[src/rtl/uart_tx_feeder.sv]
// uart_tx_feeder: DEPTH-entry byte FIFO drained into a UART_TX by a launch FSM.
// Optional overflow reporting (ovf / ovf_clr) is built when UART_TX_FEEDER_OVF_EN is defined.
module uart_tx_feeder #(
  parameter int unsigned DATA_WIDTH   = 8,
  parameter int unsigned DEPTH        = 8,
  parameter int unsigned BUSY_TIMEOUT = 4
) (
  input  logic                     clk,
  input  logic                     rst,
  input  logic [DATA_WIDTH-1:0]    wr_data,
  input  logic                     wr_en,
  output logic                     full,
  output logic                     empty,
  output logic [$clog2(DEPTH):0]   level,
  output logic [DATA_WIDTH-1:0]    tx_p_data,
  output logic                     tx_data_valid,
  input  logic                     tx_busy
`ifdef UART_TX_FEEDER_OVF_EN
  ,
  input  logic                     ovf_clr,
  output logic                     ovf
`endif
);

  localparam int unsigned PTR_W = $clog2(DEPTH);
  localparam int unsigned LVL_W = PTR_W + 1;
  localparam int unsigned CNT_W = $clog2(BUSY_TIMEOUT + 1);

  typedef enum logic [1:0] {IDLE, WAIT_BUSY, WAIT_DONE} state_t;

  state_t                state, state_nxt;
  logic [CNT_W-1:0]      cnt, cnt_nxt;
  logic                  launch;
  logic                  push;
  logic [PTR_W-1:0]      wr_ptr, rd_ptr;
  logic [LVL_W-1:0]      level_nxt;
  logic [DATA_WIDTH-1:0] mem [DEPTH];

  // A write is accepted only when there is room; a pop on the same edge does not rescue it.
  assign push      = wr_en && !full;
  assign level_nxt = level + LVL_W'(push) - LVL_W'(launch);

  // Launch FSM: pick the next state, timeout count and launch decision.
  always_comb begin
    state_nxt = state;
    cnt_nxt   = cnt;
    launch    = 1'b0;
    case (state)
      IDLE: begin
        if (!empty && !tx_busy) begin
          launch    = 1'b1;
          state_nxt = WAIT_BUSY;
          cnt_nxt   = '0;
        end
      end
      WAIT_BUSY: begin
        if (tx_busy) begin
          state_nxt = WAIT_DONE;
          cnt_nxt   = '0;
        end else if (cnt == CNT_W'(BUSY_TIMEOUT - 1)) begin
          // UART never acknowledged; the byte is treated as consumed.
          state_nxt = IDLE;
          cnt_nxt   = '0;
        end else begin
          cnt_nxt = cnt + CNT_W'(1);
        end
      end
      WAIT_DONE: begin
        if (!tx_busy) state_nxt = IDLE;
      end
      default: state_nxt = IDLE;
    endcase
  end

  // FSM state and timeout counter registers.
  always_ff @(posedge clk or negedge rst) begin
    if (!rst) begin
      state <= IDLE;
      cnt   <= '0;
    end else begin
      state <= state_nxt;
      cnt   <= cnt_nxt;
    end
  end

  // FIFO pointers, occupancy flags and UART-facing outputs.
  always_ff @(posedge clk or negedge rst) begin
    if (!rst) begin
      wr_ptr        <= '0;
      rd_ptr        <= '0;
      level         <= '0;
      full          <= 1'b0;
      empty         <= 1'b1;
      tx_p_data     <= '0;
      tx_data_valid <= 1'b0;
    end else begin
      if (push)   wr_ptr <= wr_ptr + PTR_W'(1);
      if (launch) rd_ptr <= rd_ptr + PTR_W'(1);
      level         <= level_nxt;
      full          <= (level_nxt == LVL_W'(DEPTH));
      empty         <= (level_nxt == '0);
      tx_data_valid <= launch;
      if (launch) tx_p_data <= mem[rd_ptr];
    end
  end

  // FIFO storage needs no reset.
  always_ff @(posedge clk) begin
    if (push) mem[wr_ptr] <= wr_data;
  end

`ifdef UART_TX_FEEDER_OVF_EN
  // Sticky overflow flag; a drop on the clearing edge wins.
  always_ff @(posedge clk or negedge rst) begin
    if (!rst) begin
      ovf <= 1'b0;
    end else if (wr_en && full) begin
      ovf <= 1'b1;
    end else if (ovf_clr) begin
      ovf <= 1'b0;
    end
  end
`endif

endmodule

[config.mk]
export PLATFORM = sky130hd
export DESIGN_NAME = uart_tx_feeder
export DESIGN_NICKNAME = d
export VERILOG_FILES = /design/src/rtl/uart_tx_feeder.sv
export SDC_FILE = /design/constraint.sdc
export NUM_CORES = 1
export LEC_CHECK = 0
export ABC_CLOCK_PERIOD_IN_PS = 5500
export CAP_MARGIN = 0
export CELL_PAD_IN_SITES_DETAIL_PLACEMENT = 0
export CELL_PAD_IN_SITES_GLOBAL_PLACEMENT = 2
export CORE_ASPECT_RATIO = 0.9
export CORE_MARGIN = 4
export CORE_UTILIZATION = 25
export CTS_CLUSTER_SIZE = 30
export DETAILED_ROUTE_END_ITERATION = 8
export PLACE_DENSITY_LB_ADDON = 0.1
export REMOVE_ABC_BUFFERS = 1
export SLEW_MARGIN = 5
export SYNTH_ARGS = -nofsm -noshare
export SYNTH_HDL_FRONTEND = slang
export SYNTH_SLANG_ARGS = --single-unit
export TNS_END_PERCENT = 1
[constraint.sdc]
create_clock -name clk -period 5.5 [get_ports clk]
set_clock_uncertainty 0.15 [all_clocks]
set_input_delay 0.825 -clock clk [delete_from_list [all_inputs] [get_ports clk]]
set_output_delay 0.825 -clock clk [all_outputs]
set_load 0.005 [all_outputs]
==> metrics.md, run 1 <==
| Metric | Value |
|---|---|
| Status | `finished clean` |
| Largest family of logic cells by synthesized area | `multiplexers` |
| Num CTS Buffers | `9` |
| CP peak stage delay | `0.54 ns` |
| DP Area | `4070 µm²` |
| Post-CTS resize count | `0` |
| Worst Setup End Kind | `flip-flop` |
| Setup WS pre-CTS | `around 1.3 ns` |
| Nets@finish | `290` |
| PortBufs | `26` |
| Post-synthesis xor/xnor area fraction | `0.0193` |
| I/O Pins | `27` |
| Reg clk slew, reported paths | `about 0.060 ns` |
| Delay-heaviest family, CP | `buffers and inverters` |
| Overall power | `2.29 mW` |
| Met3 Resource Use GR | `0.0377` |
| Most used cell, CP | `inv_1` |
| Final setup viols | `0` |
| Largest net degree at the start of global routing | `35` |
| Worst vdd ir | `0.169 mV` |
| Yosys cell types | `29` |
| Leakage | `about 1.6 nW` |
| Mux share of post-synthesis cell area | `0.0911` |
| Total Routed Length | `7860 µm` |
| Syn. warnings | `0` |
| Final Hold Fails | `0` |
| DRC viols | `0` |
| First-pass GRT wire length | `12100 µm` |
| Fin Hold WS | `0.334 ns` |
| Buf/Inv on CP | `5` |
| Slew margin rel. | `0.253` |
| Avg WL per Cell | `16.8 µm` |
| Diode count | `0` |
| Crit. path cell count | `12` |
| Crit-path max FO | `14` |
| Initial DRC Count | `106` |
| Fin. max-slew vios | `0` |
| Clk sink count | `90` |
| Placed insts | `452` |
| Compound-Gate Fraction of Synth Area | `0.0461` |
| Fin crit share | `0.677` |
| Mapped Cells | `241` |
| Top Usage Layer GRT | `met2` |
| Util after Layout | `0.307` |
| Reg2Reg Setup Slack | `2.31 ns` |
| Layout area overhead | `19.4%` |
| Via/cell ratio | `4.09` |
| PwrDens | `527 nW/µm²` |
| Worst Setup SP | `tx_busy` |
| Initial antenna violation count | `0` |
| Worst Tran Pin Value | `1.12 ns` |
| Min Tclk post-route | `3.72 ns` |
| Vias | `1912` |
| Worst path cell trace | `clkdlybuf4s50_1 > nor2_1 > nand2_1 > inv_1 > ha_1 > inv_1 > ha_1 > inv_1 > fa_1 > inv_1 > or3_1 > nor2b_1` |
| Final worst slack | `1.78 ns` |
| Reg2Reg Depth | `11` |
| Starting density of the core | `0.257` |
| Worst skew pair latency | `0.34 ns` |
| Synth Area in Adders | `0.0296` |
| GRT Util Overall | `0.103` |
| Slowest CP cell | `inv_1` |
| Core area | `14200 µm²` |
| Cell Area, Synth | `3640 µm²` |
| First-pass detailed-route iteration total | `4` |
| Vias in the first global route | `between 1500 and 2000` |
| Final Wtd Congestion | `0.686` |
| Met2 Usage GRT | `0.153` |
| H-tree lvl count | `3` |
| Setup TNS | `0 ns` |
| Die width | `135 µm` |
| Fin area | `4340 µm²` |
| Reg-to-reg endpoint | `full` |
| Max clock buf depth | `2` |
| # hold bufs at CTS | `0` |
| GR Layer Usage met1 | `0.141` |
| HPWL after DPL | `4940 µm` |
| Die height | `122 µm` |
| Syn Area/Cell | `between 15 and 20 µm²` |
| Data required time of the critical path | `5.62 ns` |
| Post-CTS setup buffers | `0` |
| Seq cells post-synth | `90` |
| Simple-Gate Fraction of Synth Area | `0.0722` |
| GR Overflow Total | `0` |
| R2R Path Start | `empty` |
| Row cnt | `41` |
| RSZ-0062 raised after global routing | `no` |
| Data arrival, critical path | `roughly 3.9 ns` |
| Routed Antenna Nets | `0` |
| CP Capture Point | `full` |
| Fin cells | `468` |
| Max Clk Rate | `between 0.2 and 0.3 GHz` |
| CTS tree | `built` |
| Critical path class | `in -> reg` |
| CP Launch Type | `input pin` |
| Clk root buf | `clkbuf_16` |
| Seq/Total Area, Yosys | `0.707` |
| Worst hold path type | `reg -> reg` |
| Max Cap Viol | `0` |
| Share of layout cells above drive strength 1 | `0.0764` |
| Full die area | `16600 µm²` |
cell usage after synthesis:
library cell / number / area [µm²]
a21boi_0: 1 / 7.51
a21o_1: 1 / 7.51
a21oi_1: 2 / 10.0
a22oi_1: 16 / 120
and2_1: 2 / 12.5
buf_12: 2 / 40.0
buf_2: 2 / 10.0
buf_4: 1 / 7.51
buf_6: 2 / 22.5
clkbuf_1: 2 / 7.51
dfrtp_1: 25 / 626
dfstp_2: 1 / 26.3
edfxtp_1: 64 / 1920
fa_1: 1 / 20.0
ha_1: 7 / 87.6
inv_1: 10 / 37.5
mux2_2: 1 / 11.3
mux2i_1: 32 / 320
nand2_1: 27 / 101
nand2b_1: 4 / 25.0
nand3_1: 9 / 45.0
nor2_1: 10 / 37.5
nor2b_1: 4 / 25.0
nor3_1: 2 / 10.0
o21ai_0: 3 / 15.0
o31ai_1: 1 / 7.51
or3_1: 1 / 6.26
xnor2_1: 5 / 43.8
xor2_1: 3 / 26.3
final cells by class:
class / count / area [µm²]
clock buffer: 11 / 243
clock inverter: 5 / 30.0
fill: 1432 / 9810
inverter: 10 / 37.5
multi-input combinational: 132 / 950
sequential: 90 / 2570
tap: 193 / 241
timing repair buffer: 27 / 268
worst min-delay path: stages (launching register included):
cell and delay, ns:
dfrtp_1 0.35, nand2_1 0.05, nand2_1 0.06
how the worst min path moves through the flow:
stage | slack [ns] | from | end | depth (start not counted)
detailed placement | 0.32 | tx_p_data[7] | tx_p_data[7] | 2
floorplan | 0.30 | cnt[1] | cnt[1] | 2
CTS | 0.34 | tx_p_data[7] | tx_p_data[7] | 2
global route | 0.35 | tx_p_data[7] | tx_p_data[7] | 2
global placement | 0.31 | tx_p_data[7] | tx_p_data[7] | 2
finish | 0.33 | tx_p_data[7] | tx_p_data[7] | 2
power by group:
group	total, mW	internal [mW]	switching [mW]
registers	1.05	0.892	0.157
clock network	0.562	0.316	0.246
logic	0.678	0.331	0.346
kinds of logic (layout without fill, tap and decap cells):
| family | Yosys count | after routing |
|---|---|---|
| AO/OA/AOI/OAI | 24 | 24 |
| XOR/XNOR | 8 | 8 |
| adder cells (fa/ha/maj) | 8 | 8 |
| buffers and inverters | 19 | 53 |
| flip-flops | 90 | 90 |
| multiplexers | 33 | 33 |
| AND/OR/NAND/NOR | 59 | 59 |
metal layers:
layer  vias to the layer above  share of wire
met5                         -              0
met3                         7          0.042
li1                        930              -
met1                       940           0.49
met2                        35           0.45
met4                         0          0.013
flip-flops by register name, summed over array words and instances (netlist names):
signal         flops
cnt                3
empty              1
full               1
level              4
mem               64
rd_ptr             3
state              2
tx_data_valid      1
tx_p_data          8
wr_ptr             3
cell usage in the layout (no fill, tap or decap), types with 2 or more instances in the layout:
cell             count
xor2_1               3
clkbuf_16            9
clkdlybuf4s50_1     26
a22oi_1             16
nor2_1              10
a21oi_1              2
xnor2_1              5
dfrtp_1             24
nor3_2               2
edfxtp_1            64
ha_1                 7
clkinv_2             3
nand2b_1             4
o21ai_0              3
nand2_1             27
inv_1               10
clkinvlp_4           2
nor2b_1              4
nand3_1              9
and2_1               2
mux2i_1             32
No activity file was read; power rests on OpenSTA's default activity.
==> run 2: changes to the inputs <==
ABC_CLOCK_PERIOD_IN_PS = 3050   (was 5500)
clock period = 3.05 ns   (was 5.5 ns; I/O delays follow)
==> run 2 against run 1 <==
Net effect:
- sequential cell count unchanged
- largest power group unchanged
- highest routed layer unchanged
- clock power increased by 83%
- critical path type unchanged
- sequential power grew 75%
- die area stayed put
- routed wire length up 2.2%
- cell count up 3.2%
- utilization grew 0.73 points
- register-to-register slack lost 1.8 ns
- critical path depth stayed put
==> metrics.md, run 2 (synthesized netlist as in run 1, its figures left out) <==
| Metric | Value |
|---|---|
| Status | `finished clean` |
| Reg2Reg Setup Slack | `approximately 0.52 ns` |
| DRC viols | `0` |
| Int Power | `2.86 mW` |
| Fin. max-slew vios | `0` |
| Reg2Reg Depth | `11` |
| Overall power | `4.21 mW` |
| First-pass detailed-route iteration total | `4` |
| Max Cap Viol | `0` |
| Critical path class | `in -> reg` |
| Most flops, register | `mem` |
| Fin cells | `483` |
| Avg WL per Cell | `16.6 µm` |
| PortBufs | `26` |
| Min Tclk post-route | `2.62 ns` |
| Largest net degree at the start of global routing | `27` |
| Data arrival, critical path | `roughly 2.7 ns` |
| Combinational Power Share | `0.320` |
| Vias | `1979` |
| Most frequent cells in the layout | `edfxtp_1, mux2i_1, nand2_1, clkdlybuf4s50_1, dfrtp_1` |
| Final Hold Fails | `0` |
| First-pass GRT wire length | `12700 µm` |
| Total Routed Length | `8030 µm` |
| Register Area | `2570 µm²` |
| Data required time of the critical path | `3.17 ns` |
| WHS Path Cells | `2` |
| Share of layout cells above drive strength 1 | `0.110` |
| Worst path cell trace | `clkdlybuf4s50_1 > nor2_1 > nand2_1 > inv_1 > ha_1 > inv_1 > ha_1 > inv_1 > fa_1 > inv_1 > or3_1 > nor2b_1` |
| Largest register FFs | `64` |
| Starting density of the core | `0.257` |
| Clk sink count | `90` |
| Num CTS Buffers | `9` |
| H-tree lvl count | `3` |
| Initial antenna violation count | `0` |
| Clock power share | `0.244` |
| Slowest CP cell | `fa_1` |
| Multi-input logic area | `940 µm²` |
| Post-CTS setup buffers | `0` |
| CP Launch Type | `input pin` |
| HPWL after DPL | `5170 µm` |
| Clk root buf | `clkbuf_16` |
| Via/cell ratio | `4.10` |
| Layout area overhead | `22.2%` |
| Reg clk slew, reported paths | `0.06 ns` |
| Die width | `135 µm` |
| DP Area | `4170 µm²` |
| GR Overflow Total | `0` |
| Die height | `122 µm` |
| Post-CTS resize count | `0` |
| Leakage | `about 1.7 nW` |
| CTS tree | `built` |
| Row cnt | `41` |
| GRT Util Overall | `0.108` |
| Max Clk Rate | `~0.38 GHz` |
| Net Sw Frac | `0.321` |
| Slew margin rel. | `0.454` |
| # fillers | `1457` |
| Worst hold path type | `reg -> reg` |
| Routed Antenna Nets | `0` |
| Worst skew pair latency | `0.34 ns` |
| Most used cell, CP | `inv_1` |
| RSZ-0062 raised after global routing | `no` |
| CP peak stage delay | `0.47 ns` |
| Core area | `14200 µm²` |
| Setup TNS | `0 ns` |
| Reg power frac | `0.436` |
| Initial DRC Count | `between 100 and 150` |
| Biggest regs | `mem (64), tx_p_data (8), level (4)` |
| Nets@finish | `approximately 310` |
| Worst Tran Pin Value | `0.817 ns` |
| Final Wtd Congestion | `between 0.6 and 0.7` |
| Worst Setup End Kind | `flip-flop` |
| Switching pwr | `around 1.4 mW` |
| Full die area | `16600 µm²` |
| Max clock buf depth | `2` |
| PwrDens | `947 nW/µm²` |
| Diode count | `0` |
| Fin area | `4450 µm²` |
| # hold bufs at CTS | `0` |
| Placed insts | `467` |
| Crit-path max FO | `4` |
| Worst vdd ir | `about 0.26 mV` |
| Vias in the first global route | `2101` |
| I/O Pins | `27` |
| Fin crit share | `0.860` |
| Final setup viols | `0` |
| Most common cell after layout, fill and taps aside | `edfxtp_1` |
## run 2: final timing paths
| kind | startpoint | end |
|---|---|---|
| min in group asynchronous | rst | tx_p_data[6] |
| max in group asynchronous | rst | empty |
| worst min-delay path | tx_p_data[7] | tx_p_data[7] |
| worst max register to register | empty | full |
| worst min register to register | tx_p_data[7] | tx_p_data[7] |
| worst max-delay path | tx_busy | full |
## run 2: through the flow
stage	hold slack, ns	setup WS, ns	utilization
floorplan	0.0119	0.313	-
global placement	0.309	0.102	0.295
detailed placement	0.314	0.0757	0.295
CTS	0.330	0.420	0.314
global route	0.350	0.198	0.314
finish	0.322	0.426	0.314
## run 2: worst max-delay path: cells and delay by family
family	cells	cell delay (ns)
AND/OR/NAND/NOR	4	0.74
adder cells (fa/ha/maj)	3	0.85
buffers and inverters	5	0.69
## run 2: cell type report
cell class	count	area share
clock buffer	13	0.0585
clock inverter	3	0.00309
sequential	90	0.579
multi-input combinational	132	0.211
inverter	10	0.00844
tap	193	0.0543
timing repair buffer	42	0.0855
## run 2: routing by layer
metal / share of wire / track usage / vias to the layer above
met5: 0 / 0 / -
met4: 0.0085 / 0.0359 / 0
met3: 0.026 / 0.0385 / 6
met2: 0.46 / 0.164 / 22
met1: 0.51 / 0.145 / 989
li1: - / - / 962
## run 2: power by group through the flow
stage          clock network (mW)  logic [mW]  registers, mW
2_1_floorplan                   0       0.772           1.85
3_3_place_gp                    0        1.40           1.87
6_report                     1.03        1.35           1.84
5_1_grt                      1.13        1.54           1.87
3_5_place_dp                    0        1.40           1.87
4_1_cts                      1.07        1.40           1.85
